### src/rtl/spi_arb_pkg.sv
// Shared definitions for the SPI memory arbiter: FSM state encoding,
// transfer size codes, transfer length table and the byte-order helpers
// that convert between the master's MSB-first shift order and the CPU's
// little-endian view.
package spi_arb_pkg;

  typedef enum logic [2:0] {
    ST_IDLE,
    ST_START,
    ST_DXFER,
    ST_STREAM,
    ST_STOP
  } arb_state_t;

  localparam logic [1:0] SZ_BYTE = 2'd0;
  localparam logic [1:0] SZ_HALF = 2'd1;
  localparam logic [1:0] SZ_WORD = 2'd2;

  localparam logic [5:0] LEN_BYTE = 6'd8;
  localparam logic [5:0] LEN_HALF = 6'd16;
  localparam logic [5:0] LEN_WORD = 6'd32;

  // Size code 3 is treated as a word.
  function automatic logic [5:0] len_of(input logic [1:0] size);
    case (size)
      SZ_BYTE: return LEN_BYTE;
      SZ_HALF: return LEN_HALF;
      default: return LEN_WORD;
    endcase
  endfunction

  // The first byte fetched lands in raw[31:24]; its two low bits tell
  // a compressed (16-bit) instruction from a full 32-bit one.
  function automatic logic is_rvc(input logic [31:0] raw);
    return raw[25:24] != 2'b11;
  endfunction

  function automatic logic [31:0] fmt_instr(input logic [31:0] raw);
    if (is_rvc(raw))
      return {16'h0000, raw[23:16], raw[31:24]};
    return {raw[7:0], raw[15:8], raw[23:16], raw[31:24]};
  endfunction

  // Store data goes out left-aligned with the lowest-address byte first.
  function automatic logic [31:0] fmt_store(input logic [31:0] w, input logic [1:0] size);
    case (size)
      SZ_BYTE: return {w[7:0], 24'h000000};
      SZ_HALF: return {w[7:0], w[15:8], 16'h0000};
      default: return {w[7:0], w[15:8], w[23:16], w[31:24]};
    endcase
  endfunction

  // Load data arrives right-aligned; swap only the bytes actually read.
  function automatic logic [31:0] fmt_load(input logic [31:0] r, input logic [1:0] size);
    case (size)
      SZ_BYTE: return {24'h000000, r[7:0]};
      SZ_HALF: return {16'h0000, r[7:0], r[15:8]};
      default: return {r[7:0], r[15:8], r[23:16], r[31:24]};
    endcase
  endfunction

endpackage

### src/rtl/spi_mem_arbiter_if.sv
// Bus bundle between the CPU fetch/load-store ports, the arbiter and the
// SPI master.
//   if_*  : instruction-fetch port (req/addr/flush in, ready/rdata out)
//   d_*   : load/store port (req/we/size/addr/wdata in, ready/rdata out)
//   m_*   : SPI master controls/operands (out) and result/done (in)
// slave  : the arbiter's view.  master : the CPU + SPI master side.
interface spi_mem_arbiter_if #(
  parameter int unsigned ADDR_W = 24
);
  logic              if_req;
  logic [ADDR_W-1:0] if_addr;
  logic              if_flush;
  logic              if_ready;
  logic [31:0]       if_rdata;

  logic              d_req;
  logic              d_we;
  logic [1:0]        d_size;
  logic [ADDR_W-1:0] d_addr;
  logic [31:0]       d_wdata;
  logic              d_ready;
  logic [31:0]       d_rdata;

  logic              m_start;
  logic              m_stop;
  logic              m_cont;
  logic              m_write_enable;
  logic              m_is_instr;
  logic [ADDR_W-1:0] m_addr;
  logic [5:0]        m_data_len;
  logic [31:0]       m_data_in;
  logic [31:0]       m_data_out;
  logic              m_done;

  modport slave (
    input  if_req, if_addr, if_flush,
    input  d_req, d_we, d_size, d_addr, d_wdata,
    input  m_data_out, m_done,
    output if_ready, if_rdata, d_ready, d_rdata,
    output m_start, m_stop, m_cont, m_write_enable, m_is_instr,
    output m_addr, m_data_len, m_data_in
  );

  modport master (
    output if_req, if_addr, if_flush,
    output d_req, d_we, d_size, d_addr, d_wdata,
    output m_data_out, m_done,
    input  if_ready, if_rdata, d_ready, d_rdata,
    input  m_start, m_stop, m_cont, m_write_enable, m_is_instr,
    input  m_addr, m_data_len, m_data_in
  );
endinterface

### src/rtl/spi_fetch_buf.sv
// One-entry prefetch buffer holding an already little-endian instruction
// and the byte address it was fetched from.
//   load/load_addr/load_instr : capture a new entry
//   invalidate                : drop the entry (wins over load)
//   lookup_addr/hit/instr     : combinational hit check and stored word
module spi_fetch_buf #(
  parameter int unsigned ADDR_W = 24
) (
  input  logic              clk,
  input  logic              rst,
  input  logic              load,
  input  logic [ADDR_W-1:0] load_addr,
  input  logic [31:0]       load_instr,
  input  logic              invalidate,
  input  logic [ADDR_W-1:0] lookup_addr,
  output logic              hit,
  output logic [31:0]       instr
);

  logic              valid;
  logic [ADDR_W-1:0] addr;

  always_ff @(posedge clk or posedge rst) begin
    if (rst) begin
      valid <= 1'b0;
      addr  <= '0;
      instr <= '0;
    end else if (invalidate) begin
      valid <= 1'b0;
    end else if (load) begin
      valid <= 1'b1;
      addr  <= load_addr;
      instr <= load_instr;
    end
  end

  assign hit = valid && (addr == lookup_addr);

endmodule

### src/rtl/spi_mem_arbiter.sv
// Shares one single-lane SPI master between the instruction-fetch port and
// the load/store port.  Data accesses are single start/done transfers;
// fetches open a stream that stays open across sequential fetches and is
// closed with a stop pulse.  One instruction that arrives with nobody
// waiting for it is parked in a prefetch buffer.
//   clk, rst : clock, asynchronous active-high reset
//   bus      : spi_mem_arbiter_if.slave (CPU ports + SPI master controls)
module spi_mem_arbiter
  import spi_arb_pkg::*;
#(
  parameter int unsigned ADDR_W    = 24,
  parameter bit          DATA_PRIO = 1'b1
) (
  input logic              clk,
  input logic              rst,
  spi_mem_arbiter_if.slave bus
);

  arb_state_t        state, state_nxt;

  logic              op_we, op_instr;
  logic [ADDR_W-1:0] op_addr;
  logic [5:0]        op_len;
  logic [31:0]       op_wdata;
  logic [1:0]        op_size;
  logic [ADDR_W-1:0] exp_addr;
  logic              prefer_data;

  logic              if_ready_q, d_ready_q;
  logic [31:0]       if_rdata_q, d_rdata_q;

  logic              if_req_eff, d_req_eff, if_match;
  logic              buf_hit;
  logic [31:0]       buf_instr;
  logic              hit_now, grant_data, grant_fetch;
  logic              stream_break, stream_deliver, stream_park;
  logic [31:0]       instr_le;
  logic [ADDR_W-1:0] instr_step;

  // A request whose ready pulse is on the bus right now is being retired;
  // ignoring it for that cycle keeps it from being served twice.
  assign if_req_eff = bus.if_req && !if_ready_q;
  assign d_req_eff  = bus.d_req && !d_ready_q;
  assign if_match   = bus.if_addr == exp_addr;

  assign instr_le   = fmt_instr(bus.m_data_out);
  assign instr_step = is_rvc(bus.m_data_out) ? ADDR_W'(2) : ADDR_W'(4);

  // IDLE decisions: flush blocks everything for one cycle, a buffer hit
  // needs no master, otherwise alternate grants when both ports wait.
  assign hit_now     = (state == ST_IDLE) && !bus.if_flush && if_req_eff && buf_hit;
  assign grant_data  = (state == ST_IDLE) && !bus.if_flush && !hit_now && d_req_eff &&
                       (!if_req_eff || prefer_data);
  assign grant_fetch = (state == ST_IDLE) && !bus.if_flush && !hit_now && if_req_eff &&
                       !grant_data;

  // STREAM decisions.  A done that coincides with a break is still parked
  // in the buffer; a flush discards it.
  assign stream_break   = (state == ST_STREAM) && !bus.if_flush &&
                          (d_req_eff || (if_req_eff && !if_match));
  assign stream_deliver = (state == ST_STREAM) && !bus.if_flush && !stream_break &&
                          bus.m_done && if_req_eff;
  assign stream_park    = (state == ST_STREAM) && !bus.if_flush && bus.m_done &&
                          !stream_deliver;

  spi_fetch_buf #(.ADDR_W(ADDR_W)) u_fetch_buf (
    .clk         (clk),
    .rst         (rst),
    .load        (stream_park),
    .load_addr   (exp_addr),
    .load_instr  (instr_le),
    .invalidate  (bus.if_flush || grant_fetch || hit_now),
    .lookup_addr (bus.if_addr),
    .hit         (buf_hit),
    .instr       (buf_instr)
  );

  always_ff @(posedge clk or posedge rst) begin
    if (rst) state <= ST_IDLE;
    else     state <= state_nxt;
  end

  always_comb begin
    state_nxt = state;
    case (state)
      ST_IDLE:   if (grant_data || grant_fetch) state_nxt = ST_START;
      ST_START: begin
        if (op_instr && bus.if_flush) state_nxt = ST_STOP;
        else if (op_instr)            state_nxt = ST_STREAM;
        else                          state_nxt = ST_DXFER;
      end
      ST_DXFER:  if (bus.m_done) state_nxt = ST_IDLE;
      ST_STREAM: if (bus.if_flush || stream_break || stream_park) state_nxt = ST_STOP;
      ST_STOP:   state_nxt = ST_IDLE;
      default:   state_nxt = ST_IDLE;
    endcase
  end

  always_comb begin
    bus.m_start = 1'b0;
    bus.m_stop  = 1'b0;
    bus.m_cont  = 1'b0;
    case (state)
      ST_START: bus.m_start = 1'b1;
      ST_STOP:  bus.m_stop  = 1'b1;
      default:  ;
    endcase
  end

  always_ff @(posedge clk or posedge rst) begin
    if (rst) begin
      op_we       <= 1'b0;
      op_instr    <= 1'b0;
      op_addr     <= '0;
      op_len      <= '0;
      op_wdata    <= '0;
      op_size     <= SZ_BYTE;
      exp_addr    <= '0;
      prefer_data <= DATA_PRIO;
      if_ready_q  <= 1'b0;
      if_rdata_q  <= '0;
      d_ready_q   <= 1'b0;
      d_rdata_q   <= '0;
    end else begin
      if_ready_q <= 1'b0;
      d_ready_q  <= 1'b0;

      if (grant_data) begin
        op_we    <= bus.d_we;
        op_instr <= 1'b0;
        op_addr  <= bus.d_addr;
        op_len   <= len_of(bus.d_size);
        op_size  <= bus.d_size;
        op_wdata <= bus.d_we ? fmt_store(bus.d_wdata, bus.d_size) : '0;
      end

      if (grant_fetch) begin
        op_we    <= 1'b0;
        op_instr <= 1'b1;
        op_addr  <= bus.if_addr;
        op_len   <= LEN_WORD;
        op_size  <= SZ_WORD;
        op_wdata <= '0;
        exp_addr <= bus.if_addr;
      end

      if (hit_now) begin
        if_ready_q  <= 1'b1;
        if_rdata_q  <= buf_instr;
        prefer_data <= 1'b1;
      end

      if ((state == ST_DXFER) && bus.m_done) begin
        d_ready_q   <= 1'b1;
        d_rdata_q   <= fmt_load(bus.m_data_out, op_size);
        prefer_data <= 1'b0;
      end

      if ((state == ST_STREAM) && bus.m_done)
        exp_addr <= exp_addr + instr_step;

      if (stream_deliver) begin
        if_ready_q  <= 1'b1;
        if_rdata_q  <= instr_le;
        prefer_data <= 1'b1;
      end
    end
  end

  assign bus.m_write_enable = op_we;
  assign bus.m_is_instr     = op_instr;
  assign bus.m_addr         = op_addr;
  assign bus.m_data_len     = op_len;
  assign bus.m_data_in      = op_wdata;
  assign bus.if_ready       = if_ready_q;
  assign bus.if_rdata       = if_rdata_q;
  assign bus.d_ready        = d_ready_q;
  assign bus.d_rdata        = d_rdata_q;

endmodule
### src/flat_wrapper.sv
// flat-port wrapper written by rule: the top's interface ports become plain ports
module spi_mem_arbiter_flat import spi_arb_pkg::*;
#(
  parameter int unsigned ADDR_W    = 24,
  parameter bit          DATA_PRIO = 1'b1
)
  (clk, rst, bus_if_req, bus_if_addr, bus_if_flush, bus_d_req, bus_d_we, bus_d_size, bus_d_addr, bus_d_wdata, bus_m_data_out, bus_m_done, bus_if_ready, bus_if_rdata, bus_d_ready, bus_d_rdata, bus_m_start, bus_m_stop, bus_m_cont, bus_m_write_enable, bus_m_is_instr, bus_m_addr, bus_m_data_len, bus_m_data_in);
  spi_mem_arbiter_if #(.ADDR_W(ADDR_W)) bus_i ();
  input logic clk;
  input logic rst;
  input wire logic [$bits(bus_i.if_req)-1:0] bus_if_req;
  input wire logic [$bits(bus_i.if_addr)-1:0] bus_if_addr;
  input wire logic [$bits(bus_i.if_flush)-1:0] bus_if_flush;
  input wire logic [$bits(bus_i.d_req)-1:0] bus_d_req;
  input wire logic [$bits(bus_i.d_we)-1:0] bus_d_we;
  input wire logic [$bits(bus_i.d_size)-1:0] bus_d_size;
  input wire logic [$bits(bus_i.d_addr)-1:0] bus_d_addr;
  input wire logic [$bits(bus_i.d_wdata)-1:0] bus_d_wdata;
  input wire logic [$bits(bus_i.m_data_out)-1:0] bus_m_data_out;
  input wire logic [$bits(bus_i.m_done)-1:0] bus_m_done;
  output wire logic [$bits(bus_i.if_ready)-1:0] bus_if_ready;
  output wire logic [$bits(bus_i.if_rdata)-1:0] bus_if_rdata;
  output wire logic [$bits(bus_i.d_ready)-1:0] bus_d_ready;
  output wire logic [$bits(bus_i.d_rdata)-1:0] bus_d_rdata;
  output wire logic [$bits(bus_i.m_start)-1:0] bus_m_start;
  output wire logic [$bits(bus_i.m_stop)-1:0] bus_m_stop;
  output wire logic [$bits(bus_i.m_cont)-1:0] bus_m_cont;
  output wire logic [$bits(bus_i.m_write_enable)-1:0] bus_m_write_enable;
  output wire logic [$bits(bus_i.m_is_instr)-1:0] bus_m_is_instr;
  output wire logic [$bits(bus_i.m_addr)-1:0] bus_m_addr;
  output wire logic [$bits(bus_i.m_data_len)-1:0] bus_m_data_len;
  output wire logic [$bits(bus_i.m_data_in)-1:0] bus_m_data_in;
  assign bus_i.if_req = bus_if_req;
  assign bus_i.if_addr = bus_if_addr;
  assign bus_i.if_flush = bus_if_flush;
  assign bus_i.d_req = bus_d_req;
  assign bus_i.d_we = bus_d_we;
  assign bus_i.d_size = bus_d_size;
  assign bus_i.d_addr = bus_d_addr;
  assign bus_i.d_wdata = bus_d_wdata;
  assign bus_i.m_data_out = bus_m_data_out;
  assign bus_i.m_done = bus_m_done;
  assign bus_if_ready = bus_i.if_ready;
  assign bus_if_rdata = bus_i.if_rdata;
  assign bus_d_ready = bus_i.d_ready;
  assign bus_d_rdata = bus_i.d_rdata;
  assign bus_m_start = bus_i.m_start;
  assign bus_m_stop = bus_i.m_stop;
  assign bus_m_cont = bus_i.m_cont;
  assign bus_m_write_enable = bus_i.m_write_enable;
  assign bus_m_is_instr = bus_i.m_is_instr;
  assign bus_m_addr = bus_i.m_addr;
  assign bus_m_data_len = bus_i.m_data_len;
  assign bus_m_data_in = bus_i.m_data_in;
  spi_mem_arbiter #(.ADDR_W(ADDR_W), .DATA_PRIO(DATA_PRIO)) u_core (.clk(clk), .rst(rst), .bus(bus_i));
endmodule
### config.mk
export PLATFORM = sky130hd
export DESIGN_NAME = spi_mem_arbiter_flat
export DESIGN_NICKNAME = d
export VERILOG_FILES = /design/src/rtl/spi_arb_pkg.sv /design/src/rtl/spi_mem_arbiter_if.sv /design/src/rtl/spi_fetch_buf.sv /design/src/rtl/spi_mem_arbiter.sv /design/src/flat_wrapper.sv
export SDC_FILE = /design/constraint.sdc
export NUM_CORES = 1
export LEC_CHECK = 0
export CAP_MARGIN = 20
export CORE_UTILIZATION = 53
export CTS_CLUSTER_DIAMETER = 50
export CTS_CLUSTER_SIZE = 16
export DETAILED_ROUTE_END_ITERATION = 10
export PLACE_DENSITY = 0.89
export SYNTH_ARGS = -nofsm -noshare
export SYNTH_HDL_FRONTEND = slang
export SYNTH_SLANG_ARGS = --single-unit
### constraint.sdc
create_clock -name clk -period 19.52 [get_ports clk]
set_input_delay 1.952 -clock clk [delete_from_list [all_inputs] [get_ports clk]]
set_output_delay 1.952 -clock clk [all_outputs]
set_load 0.01 [all_outputs]
* After elaboration in Yosys (flattened, before gate mapping)
Index checks and enable logic that the tools add are counted.
** Word-level totals
- Flip-flop bits (word level) :: 217
- Bits in latches :: 0
- RAM bits :: 0
- Bits in read-only memories :: 0
- Input port bits :: 121
- Output and inout port bits :: 133
- Memories :: 0
** Cells by class
- $add $sub $neg :: 1
- Multipliers :: 0
- Div/mod/pow operators :: 0
- Magnitude comparators :: 0
- Equal/unequal tests :: 12
- Shift-type cells :: 0
- Multiplexer cells :: 40
- Bitwise operators :: 1
- Reduce and logical (&&, ||, !) cells :: 48
** Operators with widths (number)
- $mux W32 :: 7
- $mux W24 :: 4
- $pmux W32 S2 :: 1
- $eq A24 B24 Y1 :: 2
- $pmux W24 S2 :: 1
- $add A24 B24 Y24 :: 1
- $logic_and A1 B1 Y1 :: 22
- $mux W1 :: 16
- $mux W3 :: 5
- $mux W6 :: 2
- $pmux W3 S4 :: 1
- $pmux W6 S2 :: 1
- $logic_not A1 Y1 :: 9
- $reduce_bool A2 Y1 :: 4
- $logic_or A1 B1 Y1 :: 7
- $eq A3 B2 Y1 const B :: 2
- $ne A2 B2 Y1 const B :: 3
- $eq A2 B1 Y1 const B :: 2
- $logic_not A2 Y1 :: 2
- $mux W2 :: 2
- $eq A3 B1 Y1 const B :: 1
- $eq A3 B3 Y1 const B :: 1
- $logic_not A3 Y1 :: 1
- $reduce_and A3 Y1 :: 1
- other kinds (4) :: 4

* Depth between registers and ports, before layout
- Word-level depth :: 14
- Mapped depth :: 10
- Depth with buffers taken out :: 9

* Cells and area by module
From an unflattened synthesis, not the netlist that was laid out.
** Unflattened totals
- Cell total of the unflattened synthesis :: 935
- Area, all modules :: 9877.0 um2
** Modules (own cells, without submodules)
- spi_mem_arbiter :: times used 1, cells an instance 779, area an instance 7469.7 um2
- spi_fetch_buf :: times used 1, cells an instance 156, area an instance 2407.3 um2

* Least setup slack after synthesis
No wires, ideal clock.
- Kind :: in2reg
- Start :: input port bus_if_addr[23]
- End :: register u_core.u_fetch_buf.addr[10]
- Library setup time :: 0.125 ns
- Arrival time :: 3.760 ns
- Required time :: 19.395 ns
- Path slack :: 15.636 ns
- Cell stages on the path :: 7
- Path buffers :: 2
- Cells stage by stage :: xnor2_1 > nand3_1 > or4_1 > o31ai_1 > buf_2 > buf_2 > mux2_2
** Between the ends
- Cells in the longest elaborated chain, start to end :: 13
- Elaborated cells on any way between the ends :: 25
** Ends and longest elaborated chain
- from (decl) :: line flat_wrapper.sv:12 : input wire logic [$bits(bus_i.if_addr)-1:0] bus_if_addr;
- $eq A24 B24 Y1 :: line spi_fetch_buf.sv:37 : assign hit = valid && (addr == lookup_addr);
- $logic_and A1 B1 Y1 :: line spi_fetch_buf.sv:37
- $logic_and A1 B1 Y1 :: line spi_mem_arbiter.sv:51 : assign hit_now = (state == ST_IDLE) && !bus.if_flush && if_req_eff && buf_hit;
- $logic_not A1 Y1 :: line spi_mem_arbiter.sv:52, spi_mem_arbiter.sv:54
- $logic_and A1 B1 Y1 :: line spi_mem_arbiter.sv:52, spi_mem_arbiter.sv:54
- $logic_and A1 B1 Y1 (2 in a row) :: line spi_mem_arbiter.sv:52 : assign grant_data = (state == ST_IDLE) && !bus.if_flush && !hit_now && d_req_eff &&
- $logic_not A1 Y1 :: line spi_mem_arbiter.sv:55 : !grant_data;
- $logic_and A1 B1 Y1 :: line spi_mem_arbiter.sv:54 : assign grant_fetch = (state == ST_IDLE) && !bus.if_flush && !hit_now && if_req_eff &&
- $logic_or A1 B1 Y1 (2 in a row) :: line spi_mem_arbiter.sv:72 : .invalidate (bus.if_flush || grant_fetch || hit_now),
- $not A1 Y1 (no source line)
- $reduce_and A2 Y1 (no source line) *
- to (signal assigned) :: line spi_fetch_buf.sv:32 : addr <= load_addr;
- to (decl) :: line spi_fetch_buf.sv:21 : logic [ADDR_W-1:0] addr;
Mark *: on every way between the ends. The rest lies on a longest branch, timed or not.
A chain may end at the register's enable or synchronous reset.

* Worst setup path in the final report
- Start :: input port bus_if_flush
- End :: register u_core.if_rdata_q[6] (netlist: u_core.bus.if_rdata[6])
** Between the ends
- Cells in the longest elaborated chain, start to end :: 8
- Elaborated cells on any way between the ends :: 12
** Ends and longest elaborated chain
- from (decl) :: line flat_wrapper.sv:13 : input wire logic [$bits(bus_i.if_flush)-1:0] bus_if_flush;
- $logic_not A1 Y1 * :: line spi_mem_arbiter.sv:51, spi_mem_arbiter.sv:59, spi_mem_arbiter.sv:61
- $logic_and A1 B1 Y1 :: line spi_mem_arbiter.sv:59, spi_mem_arbiter.sv:61
- $logic_and A1 B1 Y1 :: line spi_mem_arbiter.sv:59 : assign stream_break = (state == ST_STREAM) && !bus.if_flush &&
- $logic_not A1 Y1 :: line spi_mem_arbiter.sv:61 : assign stream_deliver = (state == ST_STREAM) && !bus.if_flush && !stream_break &&
- $logic_and A1 B1 Y1 (2 in a row) :: line spi_mem_arbiter.sv:61
- $logic_and A1 B1 Y1 :: line spi_mem_arbiter.sv:62 : bus.m_done && if_req_eff;
- $mux W32 / $reduce_bool A2 Y1 (equally long branches)
- to (signal assigned) :: line spi_mem_arbiter.sv:149 : if_rdata_q <= buf_instr;
- to (signal assigned) :: line spi_mem_arbiter.sv:164 : if_rdata_q <= instr_le;
- to (decl) :: line spi_mem_arbiter.sv:30 : logic [31:0] if_rdata_q, d_rdata_q;
Marks and branches as above.

==> impl_summary.md <==
Outcome
The run finished with clean final reports.

Yosys
By area the synthesized netlist is led by dfrtp_1 (55%), a22o_1 (5.1%), mux2_2 (4.4%), nand2_1 (4.1%), o21ai_0 (3.6%). During synthesis, Yosys emitted a total of 0 warnings. The synthesized design spends more area on one cell type than any other, namely dfrtp_1.

The synthesized design contains 0 enable-type register cells. The number of standard cells after synthesis is 906. The primary flip-flop cell chosen by synthesis mapping is dfrtp_1. Sequential cells were found to cover 55.3% of the synthesized design area.

After synthesis the netlist holds a flip-flop and latch count of 214. The mapped cell area is 9690 um2. The count of unique library cells instantiated by Yosys is 54.

In this run the biggest area consumer among cell types represents 55.0% of the synthesized area. The average size of a mapped cell is 10.7 um2. Of all flip-flops after synthesis, the portion carrying an async set or reset was 100%.

Layout
The fraction of final layout cells with drive strength greater than 1 is 8.08%. After routing the design area is 13000 um2. The growth of design area from synthesis to finish is 33.8%. The antenna diode count is 0. The total number of nets in the final design is 1251. After filler insertion, the fill cell instance count of the layout stands at 1258.

Worst setup path
The category of the critical setup timing path is input port to register. For this design, the slowest cell found on the critical path is nor2_4. In this run the worst path has a maximum fanout of 39. The arrival time reported for the critical path endpoint is 5200 ps. The signal on the critical path passes through clkdlybuf4s50_1 -> nor4_4 -> nand4_1 -> or4_4 -> nor2_4 -> or2_2 -> o21ai_0. Across all register-to-register paths, the minimum setup slack is 16140 ps.

The critical path required time is 19870 ps. Broken down by cell family, the worst path's largest delay share belongs to simple AND/OR/NAND/NOR gates. The buffering stage count on the worst path with inverters included is 1. The worst setup path is launched from an input port.

The largest incremental delay on the critical path is 810 ps. The type of destination of the critical path is a register.

STA
For the pin with the worst max-slew slack, the measured transition is 1100 ps. The number of slew-limit violations in the final report is 0. The summed negative setup slack over all endpoints is 0 ps. The number of setup violations in the final report is 0.

Setup repair after global routing left no endpoint under its margin. The number of failing hold endpoints at the final stage was 0. The final critical path takes up 24.8% of the cycle. Timing would allow up to 0.206 GHz. On the final layout, the worst clock skew is 26.6 ps. The shortest period the worst path allows is 4850 ps. The worst slew slack as a fraction of its limit is 26.9%.

Detailed routing
For this run, the detailed router's first-pass iteration total came to 5. The first routing iteration left 692 violations. For this block, the via count after detailed routing is 8113.

The via-per-instance ratio is 5.93. The total wire length is 27000 um. The post-detailed-route count of antenna-violating nets is 0.

Dividing the detail-routed wire length by the instance count gives 19.7 um. For this run, design rule violations remaining after detail routing come to 0.

Clocking
The post-CTS repair timing setup buffer count is 0. The buffer type at the clock tree root is clkbuf_16. Clock tree synthesis inserted a total of 20 buffers. The number of H-tree branching levels is 1.

The number of gates resized after CTS is 0. The clock tree from TritonCTS is built. After clock tree synthesis, the clock-pin slew on the worst setup and hold paths is 70 ps. CTS saw 214 sinks. The later pin in the worst-skew pair is clocked with a latency of 510 ps.

After clock tree synthesis, the flow added hold-fix buffers numbering 0. The buffer depth of the longest clock path is 3.

Global routing
The initial antenna violation count is 0. Global routing used 28.6% of the available tracks across all layers. Entering global routing, the biggest net connects 145 pins. The number of global-route vias before repair is 7991. The first-pass GRT wire length is 41900 um.

The residual overflow from global routing is 0.

Pwr
The internal portion of the total power is 1.11 mW. Per report_power, the combinational group accounts for 34.3% of the total. The total power density per cell area is 129 nW/um2. The leakage component of the power is 5.78 nW. The clock group share of total power is 23.6%. IR analysis of the VDD net gives a maximum drop of 85.3 uV. The switching portion of total power is 33.6%. The sequential share of power is 42.2%. For this design the total switching power over the nets is 0.562 mW. The total design power is 1.67 mW.

Place
The post-DP HPWL is 18800 um. During placement, the flow inserted port buffers numbering 249. At the end of routability-driven placement, the weighted congestion stood at 0.912. The post-placement cell area is 12300 um2.

Floorplan
The starting density of the core is 54.0%. The total core area is 18000 um2. The die width is 137 um. The die covers 18800 um2.

The I/O pin count is 254. Row generation in the floorplan step produced 49 rows. The die is 137 um tall.

Run
The tool flagged a number of max-cap violations equal to 0.

Worst hold path
The worst min-delay path category is register to register.
==> final timing paths <==
path                                                     from                                endpoint  depth (start not counted)
max                                              bus_if_flush      u_core.bus.if_rdata[6]$_DFFE_PP0P_                          7
min                        u_core.bus.d_rdata[28]$_DFFE_PP0P_      u_core.bus.d_rdata[28]$_DFFE_PP0P_                          2
max reg2reg                       u_core.state[0]$_DFFE_PP0P_      u_core.bus.if_rdata[6]$_DFFE_PP0P_                          6
min reg2reg                u_core.bus.d_rdata[28]$_DFFE_PP0P_      u_core.bus.d_rdata[28]$_DFFE_PP0P_                          2
max in group asynchronous                                 rst  u_core.u_fetch_buf.addr[7]$_DFFE_PP0P_                          3
min in group asynchronous                                 rst     u_core.bus.if_rdata[15]$_DFFE_PP0P_                          2
==> cell type report <==
type / instances / area (um2) / area share (%)
Clock buffer: 26 / 564 / 4.35
Multi-Input combinational cell: 591 / 3940 / 30.4
Clock inverter: 8 / 92.6 / 0.714
Tap cell: 229 / 287 / 2.21
Timing Repair Buffer: 258 / 2560 / 19.7
Inverter: 42 / 165 / 1.27
Sequential cell: 214 / 5360 / 41.3
==> sequential cells by signal, indices dropped and copies added (netlist names), 3 cells and up <==
register                  flops
u_core.bus.d_rdata           32
u_core.bus.if_rdata          32
u_core.bus.m_addr            24
u_core.bus.m_data_in         32
u_core.bus.m_data_len         3
u_core.exp_addr              24
u_core.state                  3
u_core.u_fetch_buf.addr      24
u_core.u_fetch_buf.instr     32
==> placed cells by master, fill, tap and decap left out, drive strengths merged, types with 33 or more instances in the layout <==
| cell type | Yosys | layout |
|---|---|---|
| a22o | 56 | 56 |
| o21ai | 72 | 72 |
| nor2 | 37 | 37 |
| xnor2 | 33 | 33 |
| inv | 42 | 46 |
| nand2 | 105 | 105 |
| mux2 | 38 | 38 |
| nand3 | 38 | 38 |
| dfrtp | 213 | 213 |
| clkdlybuf4s50 | 0 | 249 |
==> per-layer routing <==
layer  part of all wire [%]  track usage [%]  wire (um)
met1                     40             37.5      10800
met2                     49             48.1      13300
met3                    7.7             4.34       2080
met4                    3.1             10.6        835
met5                      0                0          0
==> power groups by stage <==
stage | sequential (mW) | combinational [mW] | clock (mW)
5_1_grt | 0.722 | 0.622 | 0.417
4_1_cts | 0.702 | 0.576 | 0.400
6_report | 0.705 | 0.573 | 0.394
2_1_floorplan | 0.707 | 0.304 | 0
3_3_place_gp | 0.699 | 0.555 | 0
3_5_place_dp | 0.707 | 0.572 | 0
==> cells in the mapped netlist (2+ instances only) <==
cell type and n:
or3_1 3, nor3b_1 5, buf_4 5, nand4_1 18, o31ai_1 2, dfrtp_1 213
a32o_1 2, or2_2 2, a22oi_1 17, a221oi_1 8, clkbuf_1 33, mux2i_1 8
buf_2 18, and3_1 3, buf_1 3, o211ai_1 11, o21a_1 3, a21oi_1 18
nand3b_1 2, nor3_1 8, a21o_1 24, o21ai_0 70, inv_1 41, a221o_1 4
mux2_2 38, ha_1 2, nor2_1 37, a22o_1 56, xor2_1 19, buf_6 3
nor2b_1 4, or4_1 4, nand2b_1 4, nand3_1 38, a32oi_1 16, nor4_1 7
nand2_1 105, and2_1 2, xnor2_1 33, and4_1 3
==> per-stage QoR <==
step | cells | setup WS (ps) | util (%) | hold slack (ps)
after floorplan | 909 | 11720 | - | 450
after global placement | 1334 | 14270 | 68.5 | 448
after global routing | 1368 | 14470 | 72.2 | 505
final | 1368 | 14670 | 72.2 | 468
after CTS | 1368 | 14690 | 72.2 | 473
after detailed placement | 1334 | 14170 | 68.5 | 457
==> cells by family after synthesis <==
group	after synthesis	synth area share, %
fa+ha+maj	3	0.465
compound gates	237	17.3
other cells	1	0.0387
mux	46	5.24
xor+xnor	52	4.70
flops	214	55.3
simple gates	249	12.3
buf+inv	104	4.69
==> worst register-to-register path: stages, from the launching register on <==
cell and delay [ps]:
dfrtp_1 500, nor4_4 360, nand4_1 140, or4_4 610
nor2_4 810, or2_2 640, o21ai_0 180
No activity file was read; power rests on OpenSTA's default activity.
